[src/rtl/if_fetch_queue_pkg.sv]
// if_pkg: exception codes and queue entry type shared by the fetch front end
package if_pkg;
    localparam logic [4:0] EXC_ADEL = 5'd4;
    localparam logic [4:0] EXC_NONE = 5'd31;
    typedef struct packed {
        logic [31:0] pc;
        logic [31:0] pc4;
        logic [31:0] instr;
        logic        err;
        logic [4:0]  exc;
    } fetch_entry_t;
    localparam fetch_entry_t ENTRY_EMPTY = '{pc: 32'd0, pc4: 32'd0, instr: 32'd0, err: 1'b0, exc: EXC_NONE};
endpackage

[src/rtl/if_fetch_queue_if.sv]
// if_fetch_queue_if: redirect inputs, instruction-memory bus and ID-side queue head
interface if_fetch_queue_if;
    logic        exc_req, eret_req, br_req, im_req, out_valid, out_ready, out_err;
    logic [31:0] epc, br_target, im_addr, im_rdata, out_pc, out_pc4, out_instr;
    logic [4:0]  out_exc;
    modport master (
        input  exc_req, eret_req, epc, br_req, br_target, im_rdata, out_ready,
        output im_req, im_addr, out_valid, out_pc, out_pc4, out_instr, out_err, out_exc
    );
    modport slave (
        output exc_req, eret_req, epc, br_req, br_target, im_rdata, out_ready,
        input  im_req, im_addr, out_valid, out_pc, out_pc4, out_instr, out_err, out_exc
    );
endinterface

[src/rtl/if_fetch_queue_fifo.sv]
// fetch_fifo: DEPTH-entry synchronous FIFO of fetch entries with flush and registered head
module fetch_fifo
    import if_pkg::*;
#(
    parameter int DEPTH = 4
) (
    input  logic                   clk,
    input  logic                   reset,
    input  logic                   push,
    input  fetch_entry_t           din,
    input  logic                   pop,
    input  logic                   flush,
    output logic [$clog2(DEPTH):0] count,
    output fetch_entry_t           head
);
    localparam int AW = $clog2(DEPTH);
    localparam int CW = AW + 1;
    fetch_entry_t mem [DEPTH];
    logic [AW-1:0] rd, wr;
    always_ff @(posedge clk) begin
        if (reset || flush) begin
            rd    <= '0;
            wr    <= '0;
            count <= '0;
        end else begin
            if (push) begin
                mem[wr] <= din;
                wr      <= wr + 1'b1;
            end
            if (pop) rd <= rd + 1'b1;
            count <= count + CW'(push) - CW'(pop);
        end
    end
    assign head = (count != '0) ? mem[rd] : ENTRY_EMPTY;
endmodule

[src/rtl/if_fetch_queue.sv]
// if_fetch_queue: fetch PC, 1-cycle instruction-memory driver and buffered fetch queue
module if_fetch_queue
    import if_pkg::*;
#(
    parameter logic [31:0] PC_RESET   = 32'h0000_3000,
    parameter logic [31:0] IM_BASE    = 32'h0000_3000,
    parameter logic [31:0] IM_LIMIT   = 32'h0000_4FFF,
    parameter logic [31:0] EXC_VECTOR = 32'h0000_4180,
    parameter int          DEPTH      = 4
) (
    input logic               clk,
    input logic               reset,
    if_fetch_queue_if.master  bus
);
    logic [31:0] pc, issued_pc, target;
    logic inflight, halted, flush, bad_pc, issue, err_push, push, pop;
    logic [$clog2(DEPTH):0] count;
    fetch_entry_t din, head;
    always_comb begin
        flush    = bus.exc_req | bus.eret_req | bus.br_req;
        target   = bus.exc_req ? EXC_VECTOR : bus.eret_req ? bus.epc : bus.br_target;
        bad_pc   = (pc[1:0] != 2'b00) || (pc < IM_BASE) || (pc > IM_LIMIT);
        // inflight is counted as a reserved slot so the returning word always fits
        issue    = !reset && !halted && !flush && !bad_pc && (int'(count) + int'(inflight) < DEPTH);
        err_push = !reset && !halted && !flush && bad_pc && !inflight && (int'(count) < DEPTH);
        push     = !flush && (inflight || err_push);
        pop      = bus.out_valid && bus.out_ready;
        din      = inflight ? {issued_pc, issued_pc + 32'd4, bus.im_rdata, 1'b0, EXC_NONE}
                            : {pc, pc + 32'd4, 32'd0, 1'b1, EXC_ADEL};
    end
    always_ff @(posedge clk) begin
        if (reset) begin
            pc        <= PC_RESET;
            issued_pc <= PC_RESET;
            inflight  <= 1'b0;
            halted    <= 1'b0;
        end else begin
            pc       <= flush ? target : issue ? pc + 32'd4 : pc;
            inflight <= issue;
            halted   <= !flush && (halted || err_push);
            if (issue) issued_pc <= pc;
        end
    end
    fetch_fifo #(.DEPTH(DEPTH)) u_fifo (
        .clk   (clk),
        .reset (reset),
        .push  (push),
        .din   (din),
        .pop   (pop),
        .flush (flush),
        .count (count),
        .head  (head)
    );
    assign bus.im_req    = issue;
    assign bus.im_addr   = pc;
    assign bus.out_valid = count != '0;
    assign bus.out_pc    = head.pc;
    assign bus.out_pc4   = head.pc4;
    assign bus.out_instr = head.instr;
    assign bus.out_err   = head.err;
    assign bus.out_exc   = head.exc;
endmodule
[src/flat_wrapper.sv]
// flat-port wrapper written by rule: the top's interface ports become plain ports
module if_fetch_queue_flat import if_pkg::*;
#(
    parameter logic [31:0] PC_RESET   = 32'h0000_3000,
    parameter logic [31:0] IM_BASE    = 32'h0000_3000,
    parameter logic [31:0] IM_LIMIT   = 32'h0000_4FFF,
    parameter logic [31:0] EXC_VECTOR = 32'h0000_4180,
    parameter int          DEPTH      = 4
)
  (clk, reset, bus_exc_req, bus_eret_req, bus_epc, bus_br_req, bus_br_target, bus_im_rdata, bus_out_ready, bus_im_req, bus_im_addr, bus_out_valid, bus_out_pc, bus_out_pc4, bus_out_instr, bus_out_err, bus_out_exc);
  if_fetch_queue_if bus_i ();
  input logic clk;
  input logic reset;
  input wire logic [$bits(bus_i.exc_req)-1:0] bus_exc_req;
  input wire logic [$bits(bus_i.eret_req)-1:0] bus_eret_req;
  input wire logic [$bits(bus_i.epc)-1:0] bus_epc;
  input wire logic [$bits(bus_i.br_req)-1:0] bus_br_req;
  input wire logic [$bits(bus_i.br_target)-1:0] bus_br_target;
  input wire logic [$bits(bus_i.im_rdata)-1:0] bus_im_rdata;
  input wire logic [$bits(bus_i.out_ready)-1:0] bus_out_ready;
  output wire logic [$bits(bus_i.im_req)-1:0] bus_im_req;
  output wire logic [$bits(bus_i.im_addr)-1:0] bus_im_addr;
  output wire logic [$bits(bus_i.out_valid)-1:0] bus_out_valid;
  output wire logic [$bits(bus_i.out_pc)-1:0] bus_out_pc;
  output wire logic [$bits(bus_i.out_pc4)-1:0] bus_out_pc4;
  output wire logic [$bits(bus_i.out_instr)-1:0] bus_out_instr;
  output wire logic [$bits(bus_i.out_err)-1:0] bus_out_err;
  output wire logic [$bits(bus_i.out_exc)-1:0] bus_out_exc;
  assign bus_i.exc_req = bus_exc_req;
  assign bus_i.eret_req = bus_eret_req;
  assign bus_i.epc = bus_epc;
  assign bus_i.br_req = bus_br_req;
  assign bus_i.br_target = bus_br_target;
  assign bus_i.im_rdata = bus_im_rdata;
  assign bus_i.out_ready = bus_out_ready;
  assign bus_im_req = bus_i.im_req;
  assign bus_im_addr = bus_i.im_addr;
  assign bus_out_valid = bus_i.out_valid;
  assign bus_out_pc = bus_i.out_pc;
  assign bus_out_pc4 = bus_i.out_pc4;
  assign bus_out_instr = bus_i.out_instr;
  assign bus_out_err = bus_i.out_err;
  assign bus_out_exc = bus_i.out_exc;
  if_fetch_queue #(.PC_RESET(PC_RESET), .IM_BASE(IM_BASE), .IM_LIMIT(IM_LIMIT), .EXC_VECTOR(EXC_VECTOR), .DEPTH(DEPTH)) u_core (.clk(clk), .reset(reset), .bus(bus_i));
endmodule
[config.mk]
export PLATFORM = sky130hd
export DESIGN_NAME = if_fetch_queue_flat
export DESIGN_NICKNAME = d
export VERILOG_FILES = /design/src/rtl/if_fetch_queue_pkg.sv /design/src/rtl/if_fetch_queue_if.sv /design/src/rtl/if_fetch_queue_fifo.sv /design/src/rtl/if_fetch_queue.sv /design/src/flat_wrapper.sv
export SDC_FILE = /design/constraint.sdc
export NUM_CORES = 1
export LEC_CHECK = 0
export ABC_AREA = 1
export CAP_MARGIN = 20
export CORE_ASPECT_RATIO = 0.9
export CORE_MARGIN = 5
export CORE_UTILIZATION = 60
export DETAILED_ROUTE_END_ITERATION = 10
export PLACE_DENSITY_LB_ADDON = 0.15
export SKIP_LAST_GASP = 1
export SLEW_MARGIN = 15
export SYNTH_ARGS = -nofsm -noshare
export SYNTH_HDL_FRONTEND = slang
export SYNTH_HIERARCHICAL = 1
export SYNTH_SLANG_ARGS = --single-unit
[constraint.sdc]
create_clock -name clk -period 17.85 [get_ports clk]
set_input_delay 1.785 -clock clk [delete_from_list [all_inputs] [get_ports clk]]
set_output_delay 1.785 -clock clk [all_outputs]
set_load 0.05 [all_outputs]
## Word level (Yosys, flattened, before mapping)

Memory sizes are Yosys's and may differ from the RTL's. A register that Yosys moved wholly into a read port is not among the register bits.
Index checks and enable logic that the tools add are counted.

- Register bits: 73
- Bits in writable memories: 408
- Bits of input ports: 102
- Output and inout bits: 136
- Word-level logic and storage cells: 55
- Memories: 1

Memory list:

| memory | words | width | rd ports | clocked after memory_dff | wr ports | line | source |
|---|---|---|---|---|---|---|---|
| u_core.u_fifo.mem | 4 | 102 | 1 | 1 | 1 | if_fetch_queue_fifo.sv:18 | `fetch_entry_t mem [DEPTH];` |

- Add/subtract/negate cells: 7
- $lt $le $gt $ge: 4
- Mux-type cells: 11
- Bitwise operators: 2
- Reduce and logical (&&, ||, !) cells: 23

Operators by type and width:

| cell | count |
|---|---|
| 2-to-1 mux 102 bit | 2 |
| 2-to-1 mux 32 bit | 4 |
| adder 32 x 3 -> 32 bit (second input constant) | 2 |
| > comparator 32 x 15 -> 1 bit (second input constant) | 1 |
| less-than comparator 32 x 14 -> 1 bit (second input constant) | 1 |
| less-than comparator 32 x 4 -> 1 bit (second input constant) | 1 |
| logical AND 1 bit | 10 |
| logical NOT 1 bit | 5 |
| logical OR 1 bit | 5 |
| adder 2 x 1 -> 2 bit (second input constant) | 2 |
| adder 3 x 1 -> 4 bit | 1 |
| 2-to-1 mux 2 bit | 2 |
| nonzero test 2 bit | 2 |
| adder 3 x 1 -> 3 bit | 1 |
| less-than comparator 3 bit (second input constant) | 1 |
| 2-to-1 mux 1 bit | 3 |
| nonzero test 3 bit | 1 |
| subtractor 3 x 1 -> 3 bit | 1 |
| bitwise OR 1 bit | 2 |

## Logic depth before layout (Yosys ltp)

- Depth after elaboration: 12
- Depth in mapped cells: 13
- Mapped depth without buffers: 12

## Modules after synthesis

The synthesis kept the hierarchy.

By module, submodules not included:

| module | instances | cells each | area an instance (sq um) | seq. area each (sq um) |
|---|---|---|---|---|
| fetch_fifo | 1 | 1652 | 17661.9 | 12431.9 |
| if_fetch_queue | 1 | 1037 | 5724.2 | 1321.3 |

## Least setup slack after synthesis

OpenSTA, ideal clock, no wires.

- Path type: input to register
- Start: input bus_eret_req
- End: memory u_core/u_fifo/mem[0][0] (netlist name), enable pin
- Setup time: 564 ps
- Data arrival time: 7101 ps
- Required time: 17286 ps
- Path slack: 10185 ps
- Cell stages on the path: 10
- Buffers on the path: 1
- Path through: buf_6 nor2_4 nand2_4 nor2_4 nand2_4 nor3_1 o21ai_0 a21oi_1 nand2_1 nor2_1

- Word-level cells in the longest chain between the ends: 12
- Elaborated cells between the ends (all ways): 13
- Those cells by class: mux: 3; bitwise: 2; reduce/logical: 8

RTL lines:

| element | line | source |
|---|---|---|
| from (decl) | flat_wrapper.sv:15 | `input wire logic [$bits(bus_i.eret_req)-1:0] bus_eret_req;` |
| bitwise OR 1 bit (*) (2 in a row) | if_fetch_queue.sv:20 | `flush = bus.exc_req \| bus.eret_req \| bus.br_req;` |
| named net u_core.flush | if_fetch_queue.sv:16 | `logic inflight, halted, flush, bad_pc, issue, err_push, push, pop;` |
| logical NOT 1 bit (*) | if_fetch_queue.sv:25, if_fetch_queue.sv:26 |  |
| logical AND 1 bit (4 in a row) | if_fetch_queue.sv:25 | `err_push = !reset && !halted && !flush && bad_pc && !inflight && (int'(count) < DEPTH);` |
| logical OR 1 bit | if_fetch_queue.sv:26 | `push = !flush && (inflight \|\| err_push);` |
| logical AND 1 bit (*) | if_fetch_queue.sv:26 |  |
| named net u_core.push | if_fetch_queue.sv:16 |  |
| 2-to-1 mux 1 bit (*) | if_fetch_queue_fifo.sv:26 | `if (push) begin` |
| 2-to-1 mux 1 bit (*) | if_fetch_queue_fifo.sv:21 | `if (reset \|\| flush) begin` |
| 2-to-1 mux 1 bit (not written as such) (*) | if_fetch_queue_fifo.sv:27 | `mem[wr] <= din;` |
| to (decl) | if_fetch_queue_fifo.sv:18 |  |

The timed path passes the listed nets; every way through them passes the cells marked *.

## Final worst setup path

- Start: input bus_eret_req
- End: output bus_im_req

- Word-level cells in the longest chain between the ends: 6

RTL lines:

| element | line | source |
|---|---|---|
| bitwise OR 1 bit (2 in a row) | if_fetch_queue.sv:20 |  |
| named net u_core.flush | if_fetch_queue.sv:16 |  |
| logical NOT 1 bit | if_fetch_queue.sv:24 | `issue = !reset && !halted && !flush && !bad_pc && (int'(count) + int'(inflight) < DEPTH);` |
| logical AND 1 bit (3 in a row) | if_fetch_queue.sv:24 |  |
| to (decl) | flat_wrapper.sv:21 | `output wire logic [$bits(bus_i.im_req)-1:0] bus_im_req;` |

The timed path passes the listed nets, and every way through them passes these cells.

==> results.sh <==
export IMPL_dp_slack_ns=11.65
export IMPL_synth_yosys_seq_area_share_pct=58.8
export IMPL_r2r_slack_ns=13.61
export IMPL_synth_most_common_cell="nand2_1"
export IMPL_die_area_um2=43000
export IMPL_min_from="u_core/u_fifo/rd[1]"
export IMPL_min_period_ns=6.20
export IMPL_synth_cell_types=42
export IMPL_drive_gt1_share_pct=4.80
export IMPL_p_int_mw=1.86
export IMPL_fin_ws_ns=11.65
export IMPL_finClkSkew_ns=0.0227
export IMPL_initial_core_util_pct=60.8
export IMPL_gp_congestion=0.981
export IMPL_critPathLaunch="bus_eret_req"
export IMPL_clkPwrFrac_pct=42.8
export IMPL_hold_path_depth=1
export IMPL_die_w_um=218
export IMPL_numCtsBuffers=48
export IMPL_clk_pin_slew_ns=0.05
export IMPL_grt_max_degree=120
export IMPL_endpoint_kind="primary output"
export IMPL_seqCellArea_um2=13800
export IMPL_first_pass_iters=7
export IMPL_clk_path_buf_depth=3
export IMPL_place_inst=3354
export IMPL_insertedDiodeCount=0
export IMPL_grt_ovfl_total=0
export IMPL_ys_ff_latch=483
export IMPL_core_area_um2=38500
export IMPL_chipHeight_um=197
export IMPL_ctsResizeCount=0
export IMPL_hold_violations=0
export IMPL_fmax_mhz=161
export IMPL_antenna_found_initial=1
export IMPL_final_max_slew_viol_count=0
export IMPL_post_cts_setup_buffers=0
export IMPL_drt_total_wl_um=61300
export IMPL_hold_worst_slack_ns=0.437
export IMPL_via_per_inst=5.29
export IMPL_grt_pass1_vias=17700
export IMPL_total_power_mw=2.35
export IMPL_status="finished, final reports clean"
export IMPL_p_seq_share_pct=52.3
export IMPL_yosys_warnings=6
export IMPL_crit_fanout=62
export IMPL_insertion_delay_ns=0.58
export IMPL_regToRegStartpoint="u_core/inflight"
export IMPL_track_usage_pct=27.9
export IMPL_synth_area_per_cell_um2=8.70
export IMPL_pwr_share_comb_pct=4.9
export IMPL_maxSlewHeadroom_pct=29.4
export IMPL_layout_nets=2990
export IMPL_path_class="in2out"
export IMPL_cts_hold_buffers=0
export IMPL_cts_htree_levels=2
export IMPL_root_buffer="clkbuf_16"
export IMPL_synth_edff_count=408
export IMPL_synth_top_cells_by_count="nand2_1 (792), inv_1 (540), edfxtp_1 (408), nand3_1 (296), a21oi_1 (133)"
export IMPL_netSwitchingFraction_pct=20.9
export IMPL_power_density_nw_per_um2=85.4
export IMPL_drc=0
export IMPL_final_setup_viol_count=0
export IMPL_yosysTopAreaCellShare_pct=52.4
export IMPL_irDropWorstVdd_uv=69.4
export IMPL_async_reset_ff_share_pct=0
export IMPL_multi_input_area_um2=6960
export IMPL_worstPathRequired_ns=16.06
export IMPL_slowest_delay_ns=0.89
export IMPL_ios=238
export IMPL_place_hpwl_um=39800
export IMPL_critPathSlowestCell="clkdlybuf4s50_1"
export IMPL_reg2reg_depth=9
export IMPL_r2r_end="u_core/u_fifo/mem[2][60]"
export IMPL_cp_cell_sequence="clkdlybuf4s50_1, buf_4, nor2_4, nand2_4, nor2_4, nand2_4, nor2_8, nand2_8, clkinv_2, clkdlybuf4s50_1"
export IMPL_final_cell_count_no_fill=3441
export IMPL_io_buffers=237
export IMPL_cts_tree="done"
export IMPL_vias=18200
export IMPL_synth_area_leaders="edfxtp_1 (52%), nand2_1 (13%), inv_1 (8.7%)"
export IMPL_cap_violations=0
export IMPL_synth_main_ff_cell="edfxtp_1"
export IMPL_worst_setup_path_start_kind="primary input"
export IMPL_grt_pass1_wl_um=95300
export IMPL_clkSinkCount=483
export IMPL_drt_first_iter_violations=1926
export IMPL_area_delta_synth_final_pct=17.9
export IMPL_netSwitchingPower_mw=0.492
export IMPL_nFillCells=2889
export IMPL_tightest_slew_ns=1.06
export IMPL_period_share_pct=34.7
export IMPL_rows=68
export IMPL_syn_area_um2=23400
export IMPL_fin_setup_tns_ns=0
export IMPL_synth_top_area_cell="edfxtp_1"
export IMPL_synth_cells=2689
export IMPL_ant_nets=0
export IMPL_min_path_type="reg2reg"
export IMPL_leakagePower_nw=11.6
export IMPL_rsz0062_at_grt="no"
export IMPL_routedWlPerCell_um=17.8
export IMPL_cp_arrival_ns=4.41
[flip-flops by register name (all words and copies together), names as in the netlist, named ones only]
signal,cells
u_core/bus.im_addr,32
u_core/halted,1
u_core/inflight,1
u_core/issued_pc,32
u_core/u_fifo/count,3
u_core/u_fifo/mem,408
u_core/u_fifo/rd,2
u_core/u_fifo/wr,2
[per-layer routing]
layer	global-route usage, %	vias up	share of wire, %
met1	37.7	8506	41
li1	-	8849	-
met5	0	-	0.021
met2	46.7	748	48
met3	5.23	109	7.8
met4	8.30	2	2.6
[area by class of cell]
| type | instances | area share [%] |
|---|---|---|
| sequential | 483 | 49.9 |
| timing repair buffer | 261 | 9.26 |
| inverter | 544 | 7.45 |
| multi-input combinational | 1541 | 25.2 |
| tap | 525 | 2.38 |
| clock inverter | 19 | 0.840 |
| clock buffer | 68 | 4.89 |
[layout by cell type (no fill, tap or decap), types with 24 or more instances in the layout]
cell               n
nor3_1            27
buf_4             24
inv_1            539
nand3_1          296
a21oi_1          133
nor2_1           123
edfxtp_1         408
o21ai_0           59
clkdlybuf4s50_1  237
nand2_1          792
clkbuf_16         49
dfxtp_1           72
[power groups by stage]
stage	logic [mW]	registers [mW]	clock network [mW]
6_report	0.115	1.23	1.01
3_5_place_dp	0.113	1.25	0
2_1_floorplan	0.0448	1.27	0
5_1_grt	0.124	1.23	1.07
4_1_cts	0.114	1.23	1.02
3_3_place_gp	0.112	1.25	0
[through the flow]
stage	area, um^2	util [%]
2_1_floorplan	23400	-
3_3_place_gp	26000	67.6
3_5_place_dp	26000	67.6
4_1_cts	27600	71.7
5_1_grt	27600	71.7
6_report	27600	71.7
[kinds of logic (layout without fill, tap and decap cells)]
| kind of cell | Yosys count | in the layout | synth area share, % |
|---|---|---|---|
| other | 1 | 4 | 0.0160 |
| buffers and inverters | 668 | 892 | 11.6 |
| adders and majority gates | 9 | 9 | 0.514 |
| AOI/OAI and AO/OA | 205 | 205 | 4.54 |
| muxes | 2 | 2 | 0.0856 |
| DFF | 483 | 483 | 58.8 |
| xor gates and xnor gates | 24 | 24 | 0.899 |
| and+or+nand+nor | 1297 | 1297 | 23.5 |
[critical path: cells and delay by family]
family                 cells  cell delay, ns
AND/OR/NAND/NOR            6            0.81
buffers and inverters      4            1.79
[worst max-delay path by stage]
stage / cells past startpoint / slack, ns / to
floorplan: 10 / 10.19 / u_core/u_fifo/mem[0][0]
global placement: 10 / 11.67 / bus_im_req
detailed placement: 10 / 11.65 / bus_im_req
finish: 10 / 11.65 / bus_im_req
CTS: 10 / 11.65 / bus_im_req
global route: 10 / 11.51 / bus_im_req
Power figures use the tool's default switching activity.
